### src/rtl/debug_pkg.sv
// -----------------------------------------------------------------------------
// debug_pkg
// Shared constants for the debug unit command sequencer:
//   - datapath widths (UART byte, CPU word, read address, IM byte address)
//   - host command codes
//   - one-hot FSM state encodings (bit index == state number)
//   - dump lengths (words per dump, bytes per word)
// Optional feature macro: DEBUG_STEP_EN (step-mode states/commands).
// -----------------------------------------------------------------------------
package debug_pkg;

  localparam int unsigned BYTE     = 8;
  localparam int unsigned DWORD    = 32;
  localparam int unsigned ADDR     = 5;
  localparam int unsigned NB_ST    = 10;
  localparam int unsigned IM_BYTES = 256;
  localparam int unsigned IM_AW    = 8;

  // Host command codes
  localparam logic [BYTE-1:0] CMD_LOAD      = 8'd1;
  localparam logic [BYTE-1:0] CMD_RUN       = 8'd2;
  localparam logic [BYTE-1:0] CMD_STEP_MODE = 8'd3;
  localparam logic [BYTE-1:0] CMD_DUMP_BR   = 8'd4;
  localparam logic [BYTE-1:0] CMD_DUMP_DM   = 8'd5;
  localparam logic [BYTE-1:0] CMD_DUMP_PC   = 8'd6;
  localparam logic [BYTE-1:0] CMD_STEP      = 8'd7;

  // One-hot states; these encodings are visible on the board LEDs.
  localparam logic [NB_ST-1:0] ST_IDLE      = 10'b00_0000_0001;
  localparam logic [NB_ST-1:0] ST_LOAD      = 10'b00_0000_0010;
  localparam logic [NB_ST-1:0] ST_READY     = 10'b00_0000_0100;
  localparam logic [NB_ST-1:0] ST_RUN       = 10'b00_0000_1000;
  localparam logic [NB_ST-1:0] ST_STEP_WAIT = 10'b00_0001_0000;
  localparam logic [NB_ST-1:0] ST_STEP      = 10'b00_0010_0000;
  localparam logic [NB_ST-1:0] ST_DUMP_BR   = 10'b00_0100_0000;
  localparam logic [NB_ST-1:0] ST_DUMP_DM   = 10'b00_1000_0000;
  localparam logic [NB_ST-1:0] ST_DUMP_PC   = 10'b01_0000_0000;
  localparam logic [NB_ST-1:0] ST_TX_WAIT   = 10'b10_0000_0000;

  // Dump lengths
  localparam int unsigned BR_WORDS       = 32;
  localparam int unsigned DM_WORDS       = 32;
  localparam int unsigned PC_WORDS       = 1;
  localparam int unsigned BYTES_PER_WORD = 4;

  function automatic logic is_dump_cmd(input logic [BYTE-1:0] cmd);
    return (cmd == CMD_DUMP_BR) || (cmd == CMD_DUMP_DM) || (cmd == CMD_DUMP_PC);
  endfunction

  function automatic logic [NB_ST-1:0] dump_state(input logic [BYTE-1:0] cmd);
    case (cmd)
      CMD_DUMP_BR: return ST_DUMP_BR;
      CMD_DUMP_DM: return ST_DUMP_DM;
      default:     return ST_DUMP_PC;
    endcase
  endfunction

endpackage

### src/rtl/debug_word_serializer.sv
// -----------------------------------------------------------------------------
// debug_word_serializer
// Sends one DWORD as BYTES_PER_WORD bytes, least-significant first, over the
// UART transmitter handshake.
//   clk_i       system clock
//   rst_i       synchronous active-high reset
//   start_i     one-cycle pulse: capture word_i and request byte 0
//   word_i      word to send
//   tx_done_i   one-cycle pulse: transmitter finished the current byte
//   tx_start_o  one-cycle transmit request (registered)
//   tx_data_o   byte to transmit, held until the next tx_start_o
//   done_o      one-cycle pulse with the tx_done_i of the last byte
// -----------------------------------------------------------------------------
module debug_word_serializer
  import debug_pkg::*;
(
  input  logic             clk_i,
  input  logic             rst_i,
  input  logic             start_i,
  input  logic [DWORD-1:0] word_i,
  input  logic             tx_done_i,
  output logic             tx_start_o,
  output logic [BYTE-1:0]  tx_data_o,
  output logic             done_o
);

  localparam logic [1:0] LastIdx = 2'(BYTES_PER_WORD - 1);

  logic [DWORD-1:0] word_q, word_d;
  logic [1:0]       idx_q, idx_d;
  logic             busy_q, busy_d;
  logic             start_q, start_d;
  logic [BYTE-1:0]  data_q, data_d;

  always_comb begin
    word_d  = word_q;
    idx_d   = idx_q;
    busy_d  = busy_q;
    start_d = 1'b0;
    data_d  = data_q;
    if (start_i) begin
      word_d  = word_i;
      data_d  = word_i[BYTE-1:0];
      idx_d   = '0;
      busy_d  = 1'b1;
      start_d = 1'b1;
    end else if (busy_q && tx_done_i) begin
      if (idx_q == LastIdx) begin
        busy_d = 1'b0;
      end else begin
        // Shift register: the next byte always sits in bits [15:8].
        idx_d   = idx_q + 2'd1;
        data_d  = word_q[2*BYTE-1:BYTE];
        word_d  = {{BYTE{1'b0}}, word_q[DWORD-1:BYTE]};
        start_d = 1'b1;
      end
    end
  end

  always_ff @(posedge clk_i) begin
    if (rst_i) begin
      word_q  <= '0;
      idx_q   <= '0;
      busy_q  <= 1'b0;
      start_q <= 1'b0;
      data_q  <= '0;
    end else begin
      word_q  <= word_d;
      idx_q   <= idx_d;
      busy_q  <= busy_d;
      start_q <= start_d;
      data_q  <= data_d;
    end
  end

  assign tx_start_o = start_q;
  assign tx_data_o  = data_q;
  assign done_o     = busy_q & tx_done_i & (idx_q == LastIdx);

endmodule

### src/rtl/debug_unit_ctrl.sv
// -----------------------------------------------------------------------------
// debug_unit_ctrl
// Command sequencer between the UART byte link and the MIPS pipeline.
// Decodes one-byte host commands, loads instruction memory byte by byte,
// gates pipeline execution (continuous or single-step) and streams register
// bank, data memory and PC back to the host.
// Optional feature macro: DEBUG_STEP_EN enables STEP_WAIT/STEP and commands
// 3/7; without it those commands are ignored and o_state[5:4] stay 0.
// Ports:
//   i_clock, i_reset            clock, synchronous active-high reset
//   i_rx_done, i_rx_data        received byte strobe / data
//   i_tx_done                   transmitter finished last byte
//   i_cpu_halt                  pipeline retired HALT
//   i_br_data, i_dm_data, i_pc  read data for o_rd_addr, current PC
//   o_tx_data, o_tx_start       byte to send / one-cycle send request
//   o_im_we/o_im_addr/o_im_data instruction-memory byte write
//   o_cpu_en, o_cpu_clear       pipeline enable / one-cycle clear
//   o_rd_addr                   register bank / data memory word address
//   o_hlt, o_state              halt flag and one-hot state (LEDs)
// -----------------------------------------------------------------------------
module debug_unit_ctrl
  import debug_pkg::*;
(
  input  logic              i_clock,
  input  logic              i_reset,
  input  logic              i_rx_done,
  input  logic [BYTE-1:0]   i_rx_data,
  input  logic              i_tx_done,
  input  logic              i_cpu_halt,
  input  logic [DWORD-1:0]  i_br_data,
  input  logic [DWORD-1:0]  i_dm_data,
  input  logic [DWORD-1:0]  i_pc,
  output logic [BYTE-1:0]   o_tx_data,
  output logic              o_tx_start,
  output logic              o_im_we,
  output logic [IM_AW-1:0]  o_im_addr,
  output logic [BYTE-1:0]   o_im_data,
  output logic              o_cpu_en,
  output logic              o_cpu_clear,
  output logic [ADDR-1:0]   o_rd_addr,
  output logic              o_hlt,
  output logic [NB_ST-1:0]  o_state
);

  logic [NB_ST-1:0] state_q, state_d;
  logic [NB_ST-1:0] ret_q, ret_d;       // state resumed after a dump
  logic [NB_ST-1:0] dump_q, dump_d;     // dump in progress (BR/DM/PC)
  logic             phase_q, phase_d;   // 0: address out, 1: capture word
  logic [ADDR-1:0]  rd_addr_q, rd_addr_d;
  logic [IM_AW-1:0] im_cnt_q, im_cnt_d;
  logic             im_we_q, im_we_d;
  logic [IM_AW-1:0] im_addr_q, im_addr_d;
  logic [BYTE-1:0]  im_data_q, im_data_d;
  logic             clear_q, clear_d;
  logic             hlt_q, hlt_d;

  logic             go_load;
  logic             go_dump;
  logic             ser_start;
  logic             ser_done;
  logic             ser_tx_done;
  logic [DWORD-1:0] ser_word;
  logic [ADDR-1:0]  last_addr;

  // Word source and last word address for the active dump
  always_comb begin
    unique case (dump_q)
      ST_DUMP_BR: begin
        ser_word  = i_br_data;
        last_addr = ADDR'(BR_WORDS - 1);
      end
      ST_DUMP_DM: begin
        ser_word  = i_dm_data;
        last_addr = ADDR'(DM_WORDS - 1);
      end
      default: begin
        ser_word  = i_pc;
        last_addr = ADDR'(PC_WORDS - 1);
      end
    endcase
  end

  always_comb begin
    state_d   = state_q;
    ret_d     = ret_q;
    dump_d    = dump_q;
    phase_d   = phase_q;
    rd_addr_d = rd_addr_q;
    im_cnt_d  = im_cnt_q;
    im_we_d   = 1'b0;
    im_addr_d = im_addr_q;
    im_data_d = im_data_q;
    clear_d   = 1'b0;
    hlt_d     = hlt_q;
    ser_start = 1'b0;
    go_load   = 1'b0;
    go_dump   = 1'b0;

    unique case (state_q)
      ST_IDLE: begin
        if (i_rx_done && i_rx_data == CMD_LOAD) go_load = 1'b1;
      end

      ST_LOAD: begin
        if (i_rx_done) begin
          im_we_d   = 1'b1;
          im_addr_d = im_cnt_q;
          im_data_d = i_rx_data;
          im_cnt_d  = im_cnt_q + 1'b1;
          if (im_cnt_q == IM_AW'(IM_BYTES - 1)) state_d = ST_READY;
        end
      end

      ST_READY: begin
        if (i_rx_done) begin
          if (i_rx_data == CMD_LOAD) begin
            go_load = 1'b1;
          end else if (i_rx_data == CMD_RUN) begin
            // A halted program must be reloaded before it can run again.
            if (!hlt_q) state_d = ST_RUN;
`ifdef DEBUG_STEP_EN
          end else if (i_rx_data == CMD_STEP_MODE) begin
            state_d = ST_STEP_WAIT;
`endif
          end else if (is_dump_cmd(i_rx_data)) begin
            go_dump = 1'b1;
          end
        end
      end

      ST_RUN: begin
        // Halt has priority; any byte arriving while running is dropped.
        if (i_cpu_halt) begin
          hlt_d   = 1'b1;
          state_d = ST_READY;
        end
      end

`ifdef DEBUG_STEP_EN
      ST_STEP_WAIT: begin
        if (i_rx_done) begin
          if (i_rx_data == CMD_LOAD) begin
            go_load = 1'b1;
          end else if (i_rx_data == CMD_STEP) begin
            if (!hlt_q) state_d = ST_STEP;
          end else if (is_dump_cmd(i_rx_data)) begin
            go_dump = 1'b1;
          end
        end
      end

      ST_STEP: begin
        state_d = ST_STEP_WAIT;
        if (i_cpu_halt) hlt_d = 1'b1;
      end
`endif

      ST_DUMP_BR, ST_DUMP_DM, ST_DUMP_PC: begin
        // Two-cycle fetch lets the read ports be combinational or registered.
        if (!phase_q) begin
          phase_d = 1'b1;
        end else begin
          phase_d   = 1'b0;
          ser_start = 1'b1;
          state_d   = ST_TX_WAIT;
        end
      end

      ST_TX_WAIT: begin
        if (ser_done) begin
          if (rd_addr_q == last_addr) begin
            state_d = ret_q;
          end else begin
            rd_addr_d = rd_addr_q + 1'b1;
            state_d   = dump_q;
          end
        end
      end

      default: state_d = ST_IDLE;
    endcase

    if (go_load) begin
      state_d  = ST_LOAD;
      clear_d  = 1'b1;
      hlt_d    = 1'b0;
      im_cnt_d = '0;
    end
    if (go_dump) begin
      state_d   = dump_state(i_rx_data);
      dump_d    = dump_state(i_rx_data);
      ret_d     = state_q;
      rd_addr_d = '0;
      phase_d   = 1'b0;
    end
  end

  always_ff @(posedge i_clock) begin
    if (i_reset) begin
      state_q   <= ST_IDLE;
      ret_q     <= ST_READY;
      dump_q    <= ST_DUMP_BR;
      phase_q   <= 1'b0;
      rd_addr_q <= '0;
      im_cnt_q  <= '0;
      im_we_q   <= 1'b0;
      im_addr_q <= '0;
      im_data_q <= '0;
      clear_q   <= 1'b0;
      hlt_q     <= 1'b0;
    end else begin
      state_q   <= state_d;
      ret_q     <= ret_d;
      dump_q    <= dump_d;
      phase_q   <= phase_d;
      rd_addr_q <= rd_addr_d;
      im_cnt_q  <= im_cnt_d;
      im_we_q   <= im_we_d;
      im_addr_q <= im_addr_d;
      im_data_q <= im_data_d;
      clear_q   <= clear_d;
      hlt_q     <= hlt_d;
    end
  end

  // A done pulse overlapping our own start request cannot belong to it.
  assign ser_tx_done = i_tx_done & (state_q == ST_TX_WAIT) & ~o_tx_start;

  debug_word_serializer u_serializer (
    .clk_i      (i_clock),
    .rst_i      (i_reset),
    .start_i    (ser_start),
    .word_i     (ser_word),
    .tx_done_i  (ser_tx_done),
    .tx_start_o (o_tx_start),
    .tx_data_o  (o_tx_data),
    .done_o     (ser_done)
  );

  // Enable drops in the same cycle the halt is seen.
  assign o_cpu_en    = ((state_q == ST_RUN) & ~i_cpu_halt) | (state_q == ST_STEP);
  assign o_cpu_clear = clear_q;
  assign o_im_we     = im_we_q;
  assign o_im_addr   = im_addr_q;
  assign o_im_data   = im_data_q;
  assign o_rd_addr   = rd_addr_q;
  assign o_hlt       = hlt_q;

`ifdef DEBUG_STEP_EN
  assign o_state = state_q;
`else
  assign o_state = state_q & ~(ST_STEP_WAIT | ST_STEP);
`endif

endmodule
### config.mk
export PLATFORM = sky130hd
export DESIGN_NAME = debug_unit_ctrl
export DESIGN_NICKNAME = d
export VERILOG_FILES = /design/src/rtl/debug_pkg.sv /design/src/rtl/debug_word_serializer.sv /design/src/rtl/debug_unit_ctrl.sv
export SDC_FILE = /design/constraint.sdc
export NUM_CORES = 1
export LEC_CHECK = 0
export CORE_UTILIZATION = 43
export CTS_BUF_LIST = sky130_fd_sc_hd__clkbuf_8
export DETAILED_ROUTE_END_ITERATION = 12
export PLACE_DENSITY = 0.78
export SYNTH_ARGS = -nofsm -noshare
export SYNTH_HDL_FRONTEND = slang
export SYNTH_SLANG_ARGS = --single-unit
### constraint.sdc
create_clock -name i_clock -period 2.19 [get_ports i_clock]
set_input_delay 0.438 -clock i_clock [delete_from_list [all_inputs] [get_ports i_clock]]
set_output_delay 0.438 -clock i_clock [all_outputs]
set_load 0.03 [all_outputs]
; Yosys cells after proc, flatten, opt, wreduce, memory -nomap -nowiden
; Index checks and enable logic that the tools add are counted.
; Widths: inputs -> output; s select.
[word_totals]
register_bits = 107
inputBits = 109
output_inout_bits = 44
[op_classes]
n_addsub = 3
eq_ne = 30
mux = 42
n_bitwise = 11
reduce_logical = 19
[op_table]
columns = cell, count
row1 = $mux 10, 12
row2 = $mux 32, 3
row3 = $pmux 32 s2, 1
row4 = $pmux 10 s6, 1
row5 = $ne 4x4->1 const B, 9
row6 = $eq 8x3->1 const B, 3
row7 = $mux 8, 3
row8 = $eq 10x7->1 const B, 2
row9 = $eq 10x8->1 const B, 2
row10 = $mux 1, 19
row11 = $pmux 9 s2, 1
row12 = $eq 10x1->1 const B, 1
row13 = $eq 10x10->1 const B, 1
row14 = $eq 10x2->1 const B, 1
row15 = $eq 10x3->1 const B, 1
row16 = $eq 10x4->1 const B, 1
row17 = $eq 10x6->1 const B, 1
row18 = $eq 10x9->1 const B, 1
row19 = $reduce_and 10->1, 1
row20 = $reduce_and 2->1, 5
row21 = $reduce_or 2->1, 5
row22 = $add 8x1->8 const B, 1
row23 = $eq 8x1->1 const B, 1
row24 = $eq 8x2->1 const B, 1
row25 = other kinds (17), 28

; Longest topological paths before layout
; Gate-level depths: netlist of the first run.
[logic_depth]
depth_word = 10
mapped_depth = 8
ltp_nobuf = 7

; Modules after synthesis
; From an unflattened synthesis of the first run, not the netlist that was laid out.
[hier_totals]
cells_unflattened = 611
hier_area_um2 = 5009.8
[by_module_without_submodules]
columns = mod, instances, cells_per_inst, area_each_um2, seq_area_each_um2
row1 = debug_unit_ctrl, 1, 416, 3196.8, 1121.1
row2 = debug_word_serializer, 1, 195, 1813.0, 720.7

; Worst setup path after synthesis of the first run
; Ideal clock, no wire load.
[synth_timing]
path_type = flip-flop to output port
from = register state_q[6]
to = output port o_cpu_en
arrival_time_ns = 1.892
setup_slack_ns = -0.140
path_stages_with_launch = 6
path_cell_list = dfxtp_1 nor3_2 nand2_1 nor2_1 nand3_1 o21ai_0
[synth_via]
elab_chain_len = 3
word_cells_on_any_way = 4
[synth_lines]
columns = element, line
row1 = start: declaration, debug_unit_ctrl.sv:45  ; logic [NB_ST-1:0] state_q, state_d;
row2 = start signal: assignment, debug_unit_ctrl.sv:212  ; state_q <= state_d;
row3 = $eq 10x4->1, debug_unit_ctrl.sv:241  ; assign o_cpu_en = ((state_q == ST_RUN) & ~i_cpu_halt) | (state_q == ST_STEP);
row4 = $and 1x1->1, debug_unit_ctrl.sv:241
row5 = $or 1x1->1 *, debug_unit_ctrl.sv:241
row6 = end: declaration, debug_unit_ctrl.sv:38  ; output logic o_cpu_en,
; Every way passes the cells marked *; elsewhere a longest branch is shown, timed or not.

; Worst setup path in the final report of the first run
; Same ends and word-level chain as after synthesis.

==> flow_summary_export.csv, run 1 <==
group,metric,value,unit
grt,largest_net_degree_at_the_start_of_global_routing,47,
job,drv_cap,0,
routing,drcViolationCount,0,
final_layout,layout.cells.non_filler,887,
clock_tree,cts.clk_slew.worst_paths,0.10,ns
critical_path,critPathCaptureType,"output port",
clock_tree,clock_path_buffers,2,
synthesis,synthesis_warnings,0,
floorplanning,fp.dieH,107,µm
clock_tree,h-tree-depth,3,
clock_tree,tritoncts,"yes",
sta,fin_crit,2.15,ns
synthesis,ys_types,63,
hold_path,worst_hold_path_type,"flip-flop to flip-flop",
placed_design,io_buffers,150,
hold_path,min_delay_path_depth,2,
sta,clock-skew-final,0.0147,ns
clock_tree,cts_hold_buffers,0,
synthesis,syn_inst,580,
sta,rsz0062_at_grt,"true",
final_layout,multi_input_gate_area,2670,µm²
floorplanning,row_count,37,
final_layout,drive_gt1_frac,0.157,
placed_design,place_ws,-0.460,ns
sta,finalSetupViolations,0,
routing,vias,4945,
critical_path,critPathSlowestCell,"sky130_fd_sc_hd__dfxtp_2",
synthesis,share_of_synthesized_flip_flops_with_an_asynchronous_set_or_reset,0,
routing,drt-vias-per-instance,5.57,
critical_path,worstReg2RegEnd,"state_q[3]",
final_layout,nets,858,
grt,track_usage,0.237,
critical_path,critical_path.most_common_cell,"sky130_fd_sc_hd__buf_4",
critical_path,critical_path.reg2reg.startpoint,"o_rd_addr[0]",
routing,detail-route-antenna-nets,0,
floorplanning,chipWidth,107,µm
sta,post-route-worst-setup-slack,0.0429,ns
final_layout,nFillCells,837,
synthesis,synth.top_cells.by_count,"108 x sky130_fd_sc_hd__nand2_1, 102 x sky130_fd_sc_hd__a21oi_1, 92 x sky130_fd_sc_hd__dfxtp_1, 31 x sky130_fd_sc_hd__nor2_1, 29 x sky130_fd_sc_hd__a22oi_1",
routing,drtIter0Drc,279,
critical_path,cp_data_arrival_time,1.71,ns
placed_design,dpl.hpwl,10400,µm
floorplanning,initial_utilization,0.449,
floorplanning,core_area,10500,µm²
final_layout,final-seq-area,1850,µm²
routing,detail_route.wl_per_cell,15.6,µm
grt,first_global_vias,4634,
placed_design,place.gp.congestion,0.866,
critical_path,timing.setup.critical_path_class,"flip-flop to output port",
synthesis,synthMostInstantiatedCell,"sky130_fd_sc_hd__nand2_1",
sta,hold_viol_final,0,
synthesis,synthDominantAreaCellType,"sky130_fd_sc_hd__dfxtp_1",
sta,worst_pin_slew,0.754,ns
critical_path,worst-r2r-cell-count,6,
synthesis,synth_area_leaders,"sky130_fd_sc_hd__dfxtp_1 39%, sky130_fd_sc_hd__a21oi_1 11%, sky130_fd_sc_hd__nand2_1 8.6%",
critical_path,setup.reg_to_reg.worst_slack,0.05,ns
synthesis,synthFlopType,"sky130_fd_sc_hd__dfxtp_1",
run_status,outcome,"finished clean",
placed_design,placement.cell_area,6530,µm²
floorplanning,boundaryPins,153,
hold_path,min_from,"u_serializer.word_q[1]",
critical_path,worst-path-max-fanout,4,
final_layout,n_antenna_cell,0,
grt,gr-total-overflow,0,
clock_tree,numCtsBuffers,9,
placed_design,placed_cells,867,
synthesis,synth_seq_area_share,0.390,
routing,drtPass1Iterations,6,
synthesis,synth_top_cell_area_share,0.390,
synthesis,synth.avg_cell_area,8.14,µm²
power_and_ir_drop,power_density,641,nW/µm²
floorplanning,die_area,11400,µm²
hold_path,timing.hold.worst_endpoint,"u_serializer.word_q[1]",
clock_tree,cts_sinks,92,
sta,slew-limit-headroom,0.498,
critical_path,worst_path_dominant_cell_family,"simple AND/OR/NAND/NOR gates",
synthesis,synth_edf_count,0,
clock_tree,clock-root-buffer,"sky130_fd_sc_hd__clkbuf_8",
sta,timing.final.max_slew_violations,0,
power_and_ir_drop,irDropWorstVdd,377,µV
grt,initial_antenna_violation_count,0,
synthesis,mappedNetlistArea,4720,µm²
synthesis,yosys_register_bits,92,
critical_path,critPathLaunchType,"flip-flop",
clock_tree,clk_latency,0.36,ns
final_layout,final_design_area_no_fill,6910,µm²
critical_path,crit_buf_inv,2,
sta,timing.final.crit_share,0.980,
sta,worst_hold_slack,0.457,ns
grt,first_pass_grt_wire_length,21800,µm
routing,postRouteWirelength,13900,µm
critical_path,cp_data_required_time,1.75,ns
critical_path,cp_cell_sequence,"buf_4 -> nor3_4 -> nand2_2 -> nor2_4 -> nand3_2 -> o21ai_1 -> buf_4",
critical_path,max_stage_delay,0.35,ns
final_layout,syn2layout_area_growth,46.3,%
power_and_ir_drop,leakage,2.50,nW
sta,maxClockFrequency,0.466,GHz
## flip-flops by register name, indices dropped and copies added, names as in the netlist
name / count
u_serializer.word_q: 32
ret_q: 10
state_q: 10
im_cnt_q: 8
o_im_addr: 8
o_im_data: 8
o_rd_addr: 5
dump_q: 3
u_serializer.idx_q: 2
o_cpu_clear: 1
o_hlt: 1
o_im_we: 1
phase_q: 1
u_serializer.busy_q: 1
u_serializer.tx_start_o: 1
## worst max-delay path by stage
stage	from	to	slack, ns	cells after the start
after floorplan	o_rd_addr[0]	state_q[3]	0.005	6
after global placement	i_rx_data[7]	state_q[2]	-0.41	8
after detailed placement	i_rx_data[7]	state_q[3]	-0.46	8
after CTS	state_q[6]	o_cpu_en	0.002	6
after global routing	state_q[6]	o_cpu_en	-0.05	6
final	state_q[6]	o_cpu_en	0.04	7
## metrics by stage
stage | setup TNS [ns] | power (mW) | utilization
4_1_cts | 0 | 4.33 | 0.648
6_report | 0 | 4.43 | 0.658
2_1_floorplan | 0 | 2.51 | -
5_1_grt | -0.124 | 4.59 | 0.658
3_3_place_gp | -11.49 | 3.01 | 0.621
3_5_place_dp | -14.76 | 3.03 | 0.621
## report_power, final
| part | switching [mW] | internal (mW) | total (mW) |
|---|---|---|---|
| registers | 0.0769 | 1.72 | 1.80 |
| logic | 0.650 | 0.706 | 1.36 |
| clock network | 0.622 | 0.652 | 1.27 |
| total | 1.35 | 3.08 | 4.43 |
## cell families after synthesis
group / Yosys count / share of synthesized area
simple gates: 223 / 0.252
compound gates: 185 / 0.245
flops: 92 / 0.390
buf+inv: 58 / 0.0705
xor+xnor: 16 / 0.0297
fa+ha+maj: 3 / 0.00795
mux: 2 / 0.00424
other cells: 1 / 0.000794
## final cells by class
class / count / share of cell area
clock buffer: 9 / 0.0179
clock inverter: 7 / 0.0143
inverter: 2 / 0.00109
multi-input combinational: 431 / 0.386
sequential: 92 / 0.267
tap: 136 / 0.0246
timing repair buffer: 210 / 0.289
## tightest hold or removal path, cell delays in order (launching register included)
cell and delay [ns]:
sky130_fd_sc_hd__dfxtp_1 0.32, sky130_fd_sc_hd__nand2_1 0.05, sky130_fd_sc_hd__a21oi_1 0.05
## layout by cell type (no fill, tap or decap), types with 10 or more instances in the layout
cell type                           n
sky130_fd_sc_hd__clkdlybuf4s50_1  145
sky130_fd_sc_hd__nand2_1          107
sky130_fd_sc_hd__a21oi_1          100
sky130_fd_sc_hd__dfxtp_1           87
sky130_fd_sc_hd__buf_4             55
sky130_fd_sc_hd__a22oi_1           29
sky130_fd_sc_hd__nor2_1            28
sky130_fd_sc_hd__nand4_1           10
sky130_fd_sc_hd__a31oi_1           10
## timing repair
item / in CTS / in global routing
setup buffers: 2 / 2
setup endpoints to repair: 31 / 39
pin swaps: 9 / 2
gates resized for setup: 11 / 24
cloned: 0 / 0
## per-layer routing
layer	GRT usage	vias to the layer above	wire length, µm
met4	0.0705	0	202
li1	-	2408	-
met1	0.308	2351	6010
met5	0	-	0
met3	0.0377	16	804
met2	0.402	170	6870
No activity file was read; power rests on OpenSTA's default activity.
==> run 2, diff against run 1 <==
- ABC_AREA: unset -> 0
==> results of run 2 <==
Same layout as run 1: the final DEF is identical, and so are final timing and power.
